<file path="config.mk">
export PLATFORM = sky130hd
export DESIGN_NAME = fp_norm_round_pack_flat
export DESIGN_NICKNAME = d
export VERILOG_FILES = /design/src/rtl/fp_norm_round_pack_if.sv /design/src/rtl/fp_norm_round_pack.sv /design/src/flat_wrapper.sv
export SDC_FILE = /design/constraint.sdc
export NUM_CORES = 1
export LEC_CHECK = 0
export CORE_MARGIN = 3
export CORE_UTILIZATION = 57
export DETAILED_ROUTE_END_ITERATION = 6
export DONT_BUFFER_PORTS = 1
export PLACE_DENSITY = 0.75
export SYNTH_ARGS = -nofsm -noshare
export SYNTH_HDL_FRONTEND = slang
export SYNTH_SLANG_ARGS = --single-unit
</file>
<file path="constraint.sdc">
create_clock -name clk -period 3.9 [get_ports clk]
set_input_delay 0.585 -clock clk [delete_from_list [all_inputs] [get_ports clk]]
set_output_delay 0.585 -clock clk [all_outputs]
set_load 0.1 [all_outputs]
</file>
<file path="src/rtl/fp_norm_round_pack_if.sv">
// Format type and valid/ready bundle for the FP32 / dual-FP16 normalize-round-pack stage.
// The package sits here so the format enum is visible to the interface, the block and its users.
package fp_norm_round_pack_pkg;
  typedef enum logic {
    FMT_FP32 = 1'b0,
    FMT_FP16 = 1'b1
  } fp_fmt_e;
endpackage

interface fp_norm_round_pack_if;
  logic                             in_valid;
  logic                             in_ready;
  fp_norm_round_pack_pkg::fp_fmt_e  fmt;
  logic [27:0]                      X;
  logic [7:0]                       exp_h;
  logic [7:0]                       exp_l;
  logic                             sign_h;
  logic                             sign_l;
  logic                             Sticky_h;
  logic                             Sticky_l;
  logic                             out_valid;
  logic                             out_ready;
  logic [31:0]                      R;
  logic [2:0]                       flags_h;
  logic [2:0]                       flags_l;

  modport master (
    output in_valid, fmt, X, exp_h, exp_l, sign_h, sign_l, Sticky_h, Sticky_l, out_ready,
    input  in_ready, out_valid, R, flags_h, flags_l
  );

  modport slave (
    input  in_valid, fmt, X, exp_h, exp_l, sign_h, sign_l, Sticky_h, Sticky_l, out_ready,
    output in_ready, out_valid, R, flags_h, flags_l
  );
endinterface

</file>
<file path="src/rtl/fp_norm_round_pack.sv">
// Output end of the shared FP32 / dual-FP16 add datapath: normalize the raw 28-bit
// post-add mantissa, round (RNE or truncate), and pack IEEE results with {ovf, unf, inx}.
// Valid/ready pipeline, one beat per cycle. Defining FP_NORM_ROUND_PACK_OUT_REG_EN adds a
// third registered stage in front of the outputs (latency 3 instead of 2, same results).
module fp_norm_round_pack
  import fp_norm_round_pack_pkg::*;
#(
  parameter int ROUND_RNE = 1
) (
  input  logic                 clk,
  input  logic                 rst,
  fp_norm_round_pack_if.slave  bus
);

  localparam logic RNE_EN = (ROUND_RNE != 0);

  // Leading-zero count over 28 bits; an all-zero input saturates at 28.
  function automatic logic [4:0] lzc28(input logic [27:0] x);
    logic [4:0] n;
    logic       found;
    n     = 5'd28;
    found = 1'b0;
    for (int i = 27; i >= 0; i--) begin
      if (!found && x[i]) begin
        n     = 5'(27 - i);
        found = 1'b1;
      end
    end
    return n;
  endfunction

  // Leading-zero count over one 14-bit FP16 lane; an all-zero lane saturates at 14.
  function automatic logic [3:0] lzc14(input logic [13:0] x);
    logic [3:0] n;
    logic       found;
    n     = 4'd14;
    found = 1'b0;
    for (int i = 13; i >= 0; i--) begin
      if (!found && x[i]) begin
        n     = 4'(13 - i);
        found = 1'b1;
      end
    end
    return n;
  endfunction

  // Round and pack one FP32 value from a normalized mantissa (hidden bit above m[26]).
  // Returns {ovf, unf, inx, result[31:0]}.
  function automatic logic [34:0] round_fp32(input logic s, input logic [26:0] m,
                                             input logic signed [9:0] e,
                                             input logic stk, input logic zero);
    logic               guard;
    logic               st;
    logic               inc;
    logic [23:0]        sum;
    logic signed [9:0]  er;
    guard = m[3];
    st    = (|m[2:0]) | stk;
    inc   = RNE_EN && guard && (st || m[4]);
    sum   = {1'b0, m[26:4]} + {23'd0, inc};
    er    = e + (sum[23] ? 10'sd1 : 10'sd0);
    if (zero)                return {3'b000, s, 31'd0};
    else if (er >= 10'sd255) return {3'b101, s, 8'hFF, 23'd0};
    else if (er <= 10'sd0)   return {3'b011, s, 31'd0};
    else                     return {2'b00, guard | st, s, er[7:0], sum[22:0]};
  endfunction

  // Round and pack one FP16 lane from a normalized mantissa (hidden bit above m[12]).
  // Returns {ovf, unf, inx, result[15:0]}.
  function automatic logic [18:0] round_fp16(input logic s, input logic [12:0] m,
                                             input logic signed [6:0] e,
                                             input logic stk, input logic zero);
    logic               guard;
    logic               st;
    logic               inc;
    logic [10:0]        sum;
    logic signed [6:0]  er;
    guard = m[2];
    st    = (|m[1:0]) | stk;
    inc   = RNE_EN && guard && (st || m[3]);
    sum   = {1'b0, m[12:3]} + {10'd0, inc};
    er    = e + (sum[10] ? 7'sd1 : 7'sd0);
    if (zero)              return {3'b000, s, 15'd0};
    else if (er >= 7'sd31) return {3'b101, s, 5'h1F, 10'd0};
    else if (er <= 7'sd0)  return {3'b011, s, 15'd0};
    else                   return {2'b00, guard | st, s, er[4:0], sum[9:0]};
  endfunction

  // Handshake control
  logic vld_p1;
  logic vld_p2;
  logic adv_p2;
  logic load_p1;

  // Stage 1 (normalize) next-state values
  logic [4:0]        lz32;
  logic [3:0]        lz_h;
  logic [3:0]        lz_l;
  logic [27:0]       mant_n;
  logic signed [6:0] e_h_n;
  logic signed [9:0] e_l_n;
  logic              zero_h_n;
  logic              zero_l_n;

  // Stage 1 registers
  fp_fmt_e           fmt_p1;
  logic [27:0]       mant_p1;
  logic signed [6:0] e_h_p1;
  logic signed [9:0] e_l_p1;
  logic              sign_h_p1;
  logic              sign_l_p1;
  logic              stk_h_p1;
  logic              stk_l_p1;
  logic              zero_h_p1;
  logic              zero_l_p1;

  // Stage 2 (round/pack) values and registers
  logic [34:0]       res32;
  logic [18:0]       res_h;
  logic [18:0]       res_l;
  logic [31:0]       r_n;
  logic [2:0]        fh_n;
  logic [2:0]        fl_n;
  logic [31:0]       r_p2;
  logic [2:0]        fh_p2;
  logic [2:0]        fl_p2;

  // Bits that the format never consults: exp_h above the FP16 field, and the
  // post-normalize leading 1 of the full word (it is the implied hidden bit).
  logic unused_bits;
  assign unused_bits = ^{bus.exp_h[7:5], mant_p1[27]};

  // Normalize: per-format leading-zero count, left shift, and exponent adjust.
  always_comb begin
    lz32     = lzc28(bus.X);
    lz_h     = lzc14(bus.X[27:14]);
    lz_l     = lzc14(bus.X[13:0]);
    mant_n   = bus.X << lz32;
    e_l_n    = $signed({2'b00, bus.exp_l}) + 10'sd1 - $signed({5'b00000, lz32});
    zero_l_n = (bus.X == 28'd0);
    e_h_n    = $signed({2'b00, bus.exp_h[4:0]}) + 7'sd1 - $signed({3'b000, lz_h});
    zero_h_n = (bus.X[27:14] == 14'd0);
    if (bus.fmt == FMT_FP16) begin
      mant_n   = {bus.X[27:14] << lz_h, bus.X[13:0] << lz_l};
      e_l_n    = $signed({5'b00000, bus.exp_l[4:0]}) + 10'sd1 - $signed({6'b000000, lz_l});
      zero_l_n = (bus.X[13:0] == 14'd0);
    end
  end

  // Round and pack both formats from stage 1; the beat's format picks the result.
  always_comb begin
    res32 = round_fp32(sign_l_p1, mant_p1[26:0], e_l_p1, stk_l_p1, zero_l_p1);
    res_h = round_fp16(sign_h_p1, mant_p1[26:14], e_h_p1, stk_h_p1, zero_h_p1);
    res_l = round_fp16(sign_l_p1, mant_p1[12:0], e_l_p1[6:0], stk_l_p1, zero_l_p1);
    r_n   = res32[31:0];
    fh_n  = 3'b000;
    fl_n  = res32[34:32];
    if (fmt_p1 == FMT_FP16) begin
      r_n  = {res_h[15:0], res_l[15:0]};
      fh_n = res_h[18:16];
      fl_n = res_l[18:16];
    end
  end

`ifdef FP_NORM_ROUND_PACK_OUT_REG_EN
  logic        vld_p3;
  logic        adv_p3;
  logic [31:0] r_p3;
  logic [2:0]  fh_p3;
  logic [2:0]  fl_p3;

  assign adv_p3 = !vld_p3 || bus.out_ready;
  assign adv_p2 = !vld_p2 || adv_p3;

  // Output stage valid bit: cleared by reset, refilled from stage 2 when it drains.
  always_ff @(posedge clk) begin
    if (rst) begin
      vld_p3 <= 1'b0;
    end else if (adv_p3) begin
      vld_p3 <= vld_p2;
    end
  end

  // Output stage data: captured only when a valid stage-2 beat moves forward.
  always_ff @(posedge clk) begin
    if (adv_p3 && vld_p2) begin
      r_p3  <= r_p2;
      fh_p3 <= fh_p2;
      fl_p3 <= fl_p2;
    end
  end

  assign bus.out_valid = vld_p3;
  assign bus.R         = vld_p3 ? r_p3  : 32'd0;
  assign bus.flags_h   = vld_p3 ? fh_p3 : 3'b000;
  assign bus.flags_l   = vld_p3 ? fl_p3 : 3'b000;
`else
  assign adv_p2 = !vld_p2 || bus.out_ready;

  assign bus.out_valid = vld_p2;
  assign bus.R         = vld_p2 ? r_p2  : 32'd0;
  assign bus.flags_h   = vld_p2 ? fh_p2 : 3'b000;
  assign bus.flags_l   = vld_p2 ? fl_p2 : 3'b000;
`endif

  assign load_p1      = !vld_p1 || adv_p2;
  assign bus.in_ready = load_p1;

  // Stage valid bits: reset empties the pipe; each stage refills when it can advance.
  always_ff @(posedge clk) begin
    if (rst) begin
      vld_p1 <= 1'b0;
      vld_p2 <= 1'b0;
    end else begin
      if (load_p1) vld_p1 <= bus.in_valid;
      if (adv_p2)  vld_p2 <= vld_p1;
    end
  end

  // ---- stage 0 -> 1 boundary: capture the normalized beat ----
  always_ff @(posedge clk) begin
    if (load_p1 && bus.in_valid) begin
      fmt_p1    <= bus.fmt;
      mant_p1   <= mant_n;
      e_h_p1    <= e_h_n;
      e_l_p1    <= e_l_n;
      sign_h_p1 <= bus.sign_h;
      sign_l_p1 <= bus.sign_l;
      stk_h_p1  <= bus.Sticky_h;
      stk_l_p1  <= bus.Sticky_l;
      zero_h_p1 <= zero_h_n;
      zero_l_p1 <= zero_l_n;
    end
  end

  // ---- stage 1 -> 2 boundary: capture the packed result and flags ----
  always_ff @(posedge clk) begin
    if (adv_p2 && vld_p1) begin
      r_p2  <= r_n;
      fh_p2 <= fh_n;
      fl_p2 <= fl_n;
    end
  end

endmodule

</file>
<file path="src/flat_wrapper.sv">
// flat-port wrapper written by rule: the top's interface ports become plain ports
module fp_norm_round_pack_flat import fp_norm_round_pack_pkg::*;
#(
  parameter int ROUND_RNE = 1
)
  (clk, rst, bus_in_valid, bus_fmt, bus_X, bus_exp_h, bus_exp_l, bus_sign_h, bus_sign_l, bus_Sticky_h, bus_Sticky_l, bus_out_ready, bus_in_ready, bus_out_valid, bus_R, bus_flags_h, bus_flags_l);
  fp_norm_round_pack_if bus_i ();
  input  logic clk;
  input  logic rst;
  input wire logic [$bits(bus_i.in_valid)-1:0] bus_in_valid;
  input wire logic [$bits(bus_i.fmt)-1:0] bus_fmt;
  input wire logic [$bits(bus_i.X)-1:0] bus_X;
  input wire logic [$bits(bus_i.exp_h)-1:0] bus_exp_h;
  input wire logic [$bits(bus_i.exp_l)-1:0] bus_exp_l;
  input wire logic [$bits(bus_i.sign_h)-1:0] bus_sign_h;
  input wire logic [$bits(bus_i.sign_l)-1:0] bus_sign_l;
  input wire logic [$bits(bus_i.Sticky_h)-1:0] bus_Sticky_h;
  input wire logic [$bits(bus_i.Sticky_l)-1:0] bus_Sticky_l;
  input wire logic [$bits(bus_i.out_ready)-1:0] bus_out_ready;
  output wire logic [$bits(bus_i.in_ready)-1:0] bus_in_ready;
  output wire logic [$bits(bus_i.out_valid)-1:0] bus_out_valid;
  output wire logic [$bits(bus_i.R)-1:0] bus_R;
  output wire logic [$bits(bus_i.flags_h)-1:0] bus_flags_h;
  output wire logic [$bits(bus_i.flags_l)-1:0] bus_flags_l;
  assign bus_i.in_valid = bus_in_valid;
  assign bus_i.fmt = bus_fmt;
  assign bus_i.X = bus_X;
  assign bus_i.exp_h = bus_exp_h;
  assign bus_i.exp_l = bus_exp_l;
  assign bus_i.sign_h = bus_sign_h;
  assign bus_i.sign_l = bus_sign_l;
  assign bus_i.Sticky_h = bus_Sticky_h;
  assign bus_i.Sticky_l = bus_Sticky_l;
  assign bus_i.out_ready = bus_out_ready;
  assign bus_in_ready = bus_i.in_ready;
  assign bus_out_valid = bus_i.out_valid;
  assign bus_R = bus_i.R;
  assign bus_flags_h = bus_i.flags_h;
  assign bus_flags_l = bus_i.flags_l;
  fp_norm_round_pack #(.ROUND_RNE(ROUND_RNE)) u_core (.clk(clk), .rst(rst), .bus(bus_i));
endmodule
</file>
Word-level counts from Yosys, hierarchy flattened
Cells that the tools add are included.
{"block": "word_totals", "reg_bits": 91, "in_bits": 53, "out_inout_bits": 40}
{"block": "op_classes", "addsub": 12, "n_lt_le_gt_ge": 6, "shift": 3, "n_mux": 116, "bitwise_logic": 7, "n_reduce_logical": 100}
{"operator": "5-bit two-way mux", "count": 28}
{"operator": "4-bit two-way mux", "count": 28}
{"operator": "35-bit two-way mux", "count": 2}
{"operator": "32-bit two-way mux", "count": 2}
{"operator": "19-bit two-way mux", "count": 3}
{"operator": "1-bit logical AND", "count": 45}
{"operator": "1-bit two-way mux", "count": 44}
{"operator": "1-bit logical NOT", "count": 42}
{"operator": "18-bit two-way mux", "count": 2}
{"operator": "34-bit two-way mux", "count": 1}
{"operator": "14-bit logical NOT", "count": 2}
{"operator": "28-bit logical NOT", "count": 1}
{"operator": "28-bit by 5-bit << shifter with 27-bit output", "count": 1}
{"operator": "27-bit two-way mux", "count": 1}
{"operator": "23-bit by 1-bit adder with 24-bit output", "count": 1}
{"operator": "10-bit by 1-bit adder with 11-bit output", "count": 2}
{"operator": "16-bit two-way mux", "count": 1}
{"operator": "7-bit adder", "count": 2}
{"operator": "7-bit by 6-bit >= comparator with 1-bit output (second input constant)", "count": 2}
{"operator": "7-bit by 1-bit less-or-equal comparator with 1-bit output (second input constant)", "count": 2}
{"operator": "14-bit by 4-bit << shifter with 13-bit output", "count": 1}
{"operator": "14-bit by 4-bit << shifter with 14-bit output", "count": 1}
{"operator": "5-bit by 1-bit adder with 6-bit output (second input constant)", "count": 2}
{"operator": "10-bit adder", "count": 1}
{"operator": "13 further kinds", "count": 27}

Depth between registers and ports, before layout
Gate-level depths: netlist of the first run.
{"block": "depth", "word_depth": 84, "ltp_mapped": 21}

Least setup slack after synthesis of the first run
No wires, ideal clock.
{"block": "synth_timing", "path_type": "register to register", "start": "register u_core.mant_p1[6]", "end": "register u_core.r_p2[16] (data pin)", "arrival_time_ns": 3.913, "t_required_ns": 3.629, "path_slack_ns": -0.285, "stages_incl_launch_ff": 20, "n_path_buf": 2, "period_less_slack_ns": 4.185, "cell_sequence": "edfxtp_1 > clkbuf_1 > and3_1 > and3_1 > nand2b_1 > nor2_1 > and3_1 > inv_1 > nor2_1 > ha_1 > ha_1 > nand3_1 > nor2_1 > xor2_1 > or4_1 > o21ai_0 > nor3_1 > nand2b_1 > clkbuf_1 > o22ai_1"}
{"block": "synth_between", "elab_chain_cells": 8, "elab_cells_between_ends": 9, "cone_classes": "2 x add/sub; 2 x order compare; 5 x mux"}
{"item": "from (decl)", "line": "fp_norm_round_pack.sv:107", "source": "logic [27:0] mant_p1;"}
{"item": "from (signal assigned)", "line": "fp_norm_round_pack.sv:224", "source": "mant_p1 <= mant_n;"}
{"item": "23-bit by 1-bit adder with 24-bit output *", "line": "fp_norm_round_pack.sv:60", "source": "sum = {1'b0, m[26:4]} + {23'd0, inc};"}
{"item": "1-bit two-way mux", "line": "fp_norm_round_pack.sv:61", "source": "er = e + (sum[23] ? 10'sd1 : 10'sd0);"}
{"item": "10-bit adder", "line": "fp_norm_round_pack.sv:61"}
{"item": "10-bit by 1-bit less-or-equal comparator with 1-bit output", "line": "fp_norm_round_pack.sv:64", "source": "else if (er <= 10'sd0) return {3'b011, s, 31'd0};"}
{"item": "34-bit two-way mux", "line": "fp_norm_round_pack.sv:64"}
{"item": "35-bit two-way mux *", "line": "fp_norm_round_pack.sv:63", "source": "else if (er >= 10'sd255) return {3'b101, s, 8'hFF, 23'd0};"}
{"item": "35-bit two-way mux *", "line": "fp_norm_round_pack.sv:62", "source": "if (zero) return {3'b000, s, 31'd0};"}
{"item": "32-bit two-way mux *", "line": "fp_norm_round_pack.sv:158", "source": "if (fmt_p1 == FMT_FP16) begin"}
{"item": "named net u_core.r_n[16]", "line": "fp_norm_round_pack.sv:121", "source": "logic [31:0] r_n;"}
{"item": "to (signal assigned)", "line": "fp_norm_round_pack.sv:239", "source": "r_p2 <= r_n;"}
{"item": "to (decl)", "line": "fp_norm_round_pack.sv:124", "source": "logic [31:0] r_p2;"}
The timed path passes the listed nets; every way through them passes the cells marked *.
A chain may end at the register's enable or synchronous reset.

Worst setup path after layout of the first run
{"block": "layout_timing", "start": "register u_core.mant_p1[17]", "end": "register u_core.r_p2[0] (data pin)"}
{"block": "layout_between", "elab_chain_cells": 8, "elab_cells_between_ends": 9, "cone_classes": "2 x add/sub; 2 x order compare; 5 x mux"}
{"item": "23-bit by 1-bit adder with 24-bit output *", "line": "fp_norm_round_pack.sv:60"}
{"item": "1-bit two-way mux *", "line": "fp_norm_round_pack.sv:61"}
{"item": "10-bit adder *", "line": "fp_norm_round_pack.sv:61"}
{"item": "10-bit by 1-bit less-or-equal comparator with 1-bit output", "line": "fp_norm_round_pack.sv:64"}
{"item": "34-bit two-way mux", "line": "fp_norm_round_pack.sv:64"}
{"item": "35-bit two-way mux *", "line": "fp_norm_round_pack.sv:63"}
{"item": "35-bit two-way mux *", "line": "fp_norm_round_pack.sv:62"}
{"item": "32-bit two-way mux *", "line": "fp_norm_round_pack.sv:158"}
{"item": "named net u_core.r_n[0]", "line": "fp_norm_round_pack.sv:121"}
Marks and branches as above.

==> results.json, run 1 <==
{
  "grt_pass1_vias": 6783,
  "die_area_sq_um": 16050,
  "area_growth_pct": 9.494,
  "mostFrequentLayoutCell": "edfxtp_1",
  "synth-seq-cells": 91,
  "synth_top_area_share": 0.3219,
  "ys_warn_count": 0,
  "clockBufferDepth": 2,
  "finalClockSkew_ns": 0.007829,
  "nFillCells": 1183,
  "vias": 7395,
  "slowest_delay_ns": 0.51,
  "drt-total-wl_mm": 22.39,
  "hpwl_mm": 17.19,
  "die_w_um": 126.7,
  "cts_buffers": 9,
  "clockPowerShare": 0.279,
  "clock_tree.root_cell": "clkbuf_16",
  "tightestPinTransition_ns": 0.9953,
  "synth_compound_gate_area_share": 0.2036,
  "worstPathRequired_ns": 3.97,
  "grt_max_degree": 40,
  "drive_gt1_frac": 0.1275,
  "crit_arrival_ns": 3.76,
  "syn-num-nets": 1023,
  "drv_cap": 0,
  "status": "finished, final reports clean",
  "setup_violations": 0,
  "syn_avg_cell_area_sq_um": 8.805,
  "cp-end-kind": "flip-flop",
  "synth_edf_count": 89,
  "finalCritPeriodShare": 0.9453,
  "ios": 93,
  "synth_top_family_by_area": "simple AND/OR/NAND/NOR gates",
  "grt_use_total": 0.2745,
  "drc": 0,
  "antenna_found_initial": 0,
  "detail_route.vias_per_cell": 6.459,
  "crit_slowest_cell": "or4_1",
  "crit_type": "reg -> reg",
  "synthCells": 943,
  "io_buffers": 0,
  "htree_levels": 3,
  "hp-class": "in -> reg",
  "utilization": 0.6474,
  "seq_area_frac_synth": 0.3267,
  "synthSimpleGateAreaFrac": 0.2266,
  "synth_top_cell_by_area": "edfxtp_1",
  "synth-xor-area-share": 0.08122,
  "syn_area_sq_um": 8303,
  "crit_chain": "nand2_1 -> inv_1 -> and3_2 -> and3_1 -> and3_1 -> inv_1 -> nor2_1 -> ha_2 -> ha_4 -> nand3_4 -> nor2_4 -> xor2_1 -> or4_1 -> o21ai_2 -> nor3_4 -> buf_4 -> a211oi_1 -> nor3_1",
  "async_flop_share": 0,
  "seq_power_share": 0.427,
  "dr.pass1.iters": 5,
  "p_switching_mw": 0.9580,
  "grt-ovfl-total": 0,
  "clkSlewWorstSetupHoldPaths_ns": 0.06,
  "max_freq_mhz": 271.2,
  "sw_frac_of_total": 0.3233,
  "cts_tree": "built",
  "ys.flop_type": "edfxtp_1",
  "worstPathMaxFanout": 5,
  "drt_iter0_drc": 843,
  "insertedDiodeCount": 0,
  "routedWlPerCell_um": 19.56,
  "met3_usage": 0.03747,
  "place_inst": 1125,
  "multi_input_area_sq_um": 5276,
  "slew_headroom": 0.3350,
  "mostFrequentLayoutCells": "89 x edfxtp_1, 86 x nor2_1, 66 x nand2_1, 61 x buf_4, 48 x and2_1",
  "p_per_area_nw_per_um2": 325.9,
  "leakagePower_nw": 3.415,
  "seq_area_sq_um": 2714,
  "internal-power_mw": 2.005,
  "cp_top_family": "simple AND/OR/NAND/NOR gates",
  "finalCriticalPeriod_ns": 3.687,
  "crit_path_start_kind": "flip-flop",
  "std_cell_rows": 43,
  "globalplace.congestion": 0.9941,
  "ys_top_cells_by_area": "edfxtp_1 32%, mux2i_1 5.3%, xnor2_1 4.5%",
  "path_buf_inv": 3,
  "nNetsFinal": 1040,
  "pwr-share-comb": 0.294,
  "busiest_layer": "met2",
  "ys_types": 86,
  "start_util": 0.5913,
  "synth_mux_area_frac": 0.06932,
  "use_met1": 0.3787,
  "fin_cells": 1145,
  "hold_viol_final": 0,
  "cts.sinks": 91,
  "die_y_um": 126.7,
  "slew_violations": 0,
  "grtUsageMet2": 0.4402,
  "ant_nets": 0,
  "ir_drop_mv": 0.2413,
  "synth_fa_ha_area_frac": 0.04461,
  "coreArea_sq_um": 14040,
  "clock_latency_ns": 0.34,
  "grt_pass1_wl_mm": 35.69
}
[final cells by class]
class	instances	share of cell area
Sequential cell	91	0.2985
Clock inverter	6	0.006193
Inverter	34	0.01459
Timing Repair Buffer	61	0.05037
Multi-Input combinational cell	763	0.5804
Tap cell	180	0.02477
Clock buffer	10	0.02519
[flip-flops by register name, summed over array words and instances (netlist names)]
name,count
u_core.fmt_p1,1
u_core.stk_h_p1,1
u_core.bus.out_valid,1
u_core.r_p2,32
u_core.vld_p1,1
u_core.stk_l_p1,1
u_core.fl_p2,3
u_core.fh_p2,3
u_core.sign_l_p1,1
u_core.e_h_p1,7
u_core.e_l_p1,10
u_core.sign_h_p1,1
u_core.mant_p1,27
u_core.zero_l_p1,1
u_core.zero_h_p1,1
[cell families (layout without fill, tap and decap cells)]
group | Yosys count | in the layout
adder cells (fa/ha/maj) | 28 | 28
flip-flops | 91 | 91
multiplexers | 54 | 54
AO/OA/AOI/OAI | 239 | 239
XOR/XNOR | 77 | 77
buffers and inverters | 89 | 111
AND/OR/NAND/NOR | 365 | 365
[through the flow]
stage | setup TNS, ns | power [mW] | worst slack [ns] | cell area [sq um] | hold WS (ns)
4_1_cts | 0 | 2.948 | 0.04639 | 9022 | 0.2995
6_report | 0 | 2.963 | 0.2132 | 9091 | 0.3031
5_1_grt | -0.04406 | 3.094 | -0.04406 | 9091 | 0.2904
3_5_place_dp | -0.03791 | 2.123 | -0.01401 | 8727 | 0.5399
2_1_floorplan | 0 | 1.935 | 0.006113 | 8338 | 0.4778
3_3_place_gp | 0 | 2.111 | 0.09360 | 8727 | 0.4945
[power by group through the flow]
stage / Combinational, mW / Clock (mW) / Sequential, mW
after detailed placement: 0.843 / 0 / 1.28
after global routing: 0.941 / 0.877 / 1.28
after global placement: 0.834 / 0 / 1.28
final: 0.871 / 0.827 / 1.27
after CTS: 0.850 / 0.837 / 1.26
after floorplan: 0.686 / 0 / 1.25
[Yosys cell counts, types with 7 or more instances]
cell and number:
nand2_1 66, mux2i_1 44, xor2_1 34, nand2b_1 15, nor3_1 23, and3_1 18, nor4_1 10, a21oi_1 39
edfxtp_1 89, a22o_1 8, or4_1 8, a22oi_1 14, xnor2_1 43, o211ai_1 11, o221ai_1 10, nor2b_1 11
o22ai_1 30, buf_2 13, inv_1 26, o31ai_1 7, clkbuf_1 38, o21ai_0 35, nand4_1 9, and2_1 50
mux2_2 8, nor2_1 88, nand3_1 42, ha_1 24, a31oi_1 12
[metal layers]
layer  vias to the layer above  part of all wire
met3                        54             0.078
li1                       3572                 -
met4                         0             0.038
met1                      3404              0.42
met2                       365              0.46
met5                         -                 0
[worst reg2reg max path, stage by stage, from the launching register on]
cell and delay (ns):
edfxtp_1 0.39, nand2_1 0.10, inv_1 0.10, and3_2 0.24, and3_1 0.18, and3_1 0.19, inv_1 0.05, nor2_1 0.12
ha_2 0.21, ha_4 0.17, nand3_4 0.12, nor2_4 0.14, xor2_1 0.09, or4_1 0.51, o21ai_2 0.23, nor3_4 0.08
buf_4 0.18, a211oi_1 0.25, nor3_1 0.07
[final timing paths]
kind	from	to	slack (ns)	cells after the start
setup / recovery	u_core.mant_p1[17]$_DFFE_PP_	u_core.r_p2[0]$_DFFE_PP_	0.21	18
hold / removal	rst	u_core.bus.out_valid$_SDFFE_PP0P_	0.30	1
setup reg to reg	u_core.mant_p1[17]$_DFFE_PP_	u_core.r_p2[0]$_DFFE_PP_	0.21	18
hold reg to reg	u_core.vld_p1$_SDFFE_PP0N_	u_core.bus.out_valid$_SDFFE_PP0P_	0.54	2
[repair_timing]
| action | 4_1_cts | 5_1_grt |
|---|---|---|
| setup buffers | 0 | 4 |
| gates resized for setup | 2 | 9 |
| hold buffers | 0 | 0 |
| endpoints found under the setup margin | 9 | 31 |
| pin swaps | 0 | 2 |
(Power assumes the default switching activity.)
==> run 2: changes to the inputs <==
--- a/config.mk
+++ b/config.mk
@@ -5,6 +5,7 @@
 export SDC_FILE = /design/constraint.sdc
 export NUM_CORES = 1
 export LEC_CHECK = 0
+export ABC_CLOCK_PERIOD_IN_PS = 3900
 export CORE_MARGIN = 3
 export CORE_UTILIZATION = 57
 export DETAILED_ROUTE_END_ITERATION = 6
==> results of run 2 <==
Same layout as run 1: the final DEF is identical, and so are final timing and power.
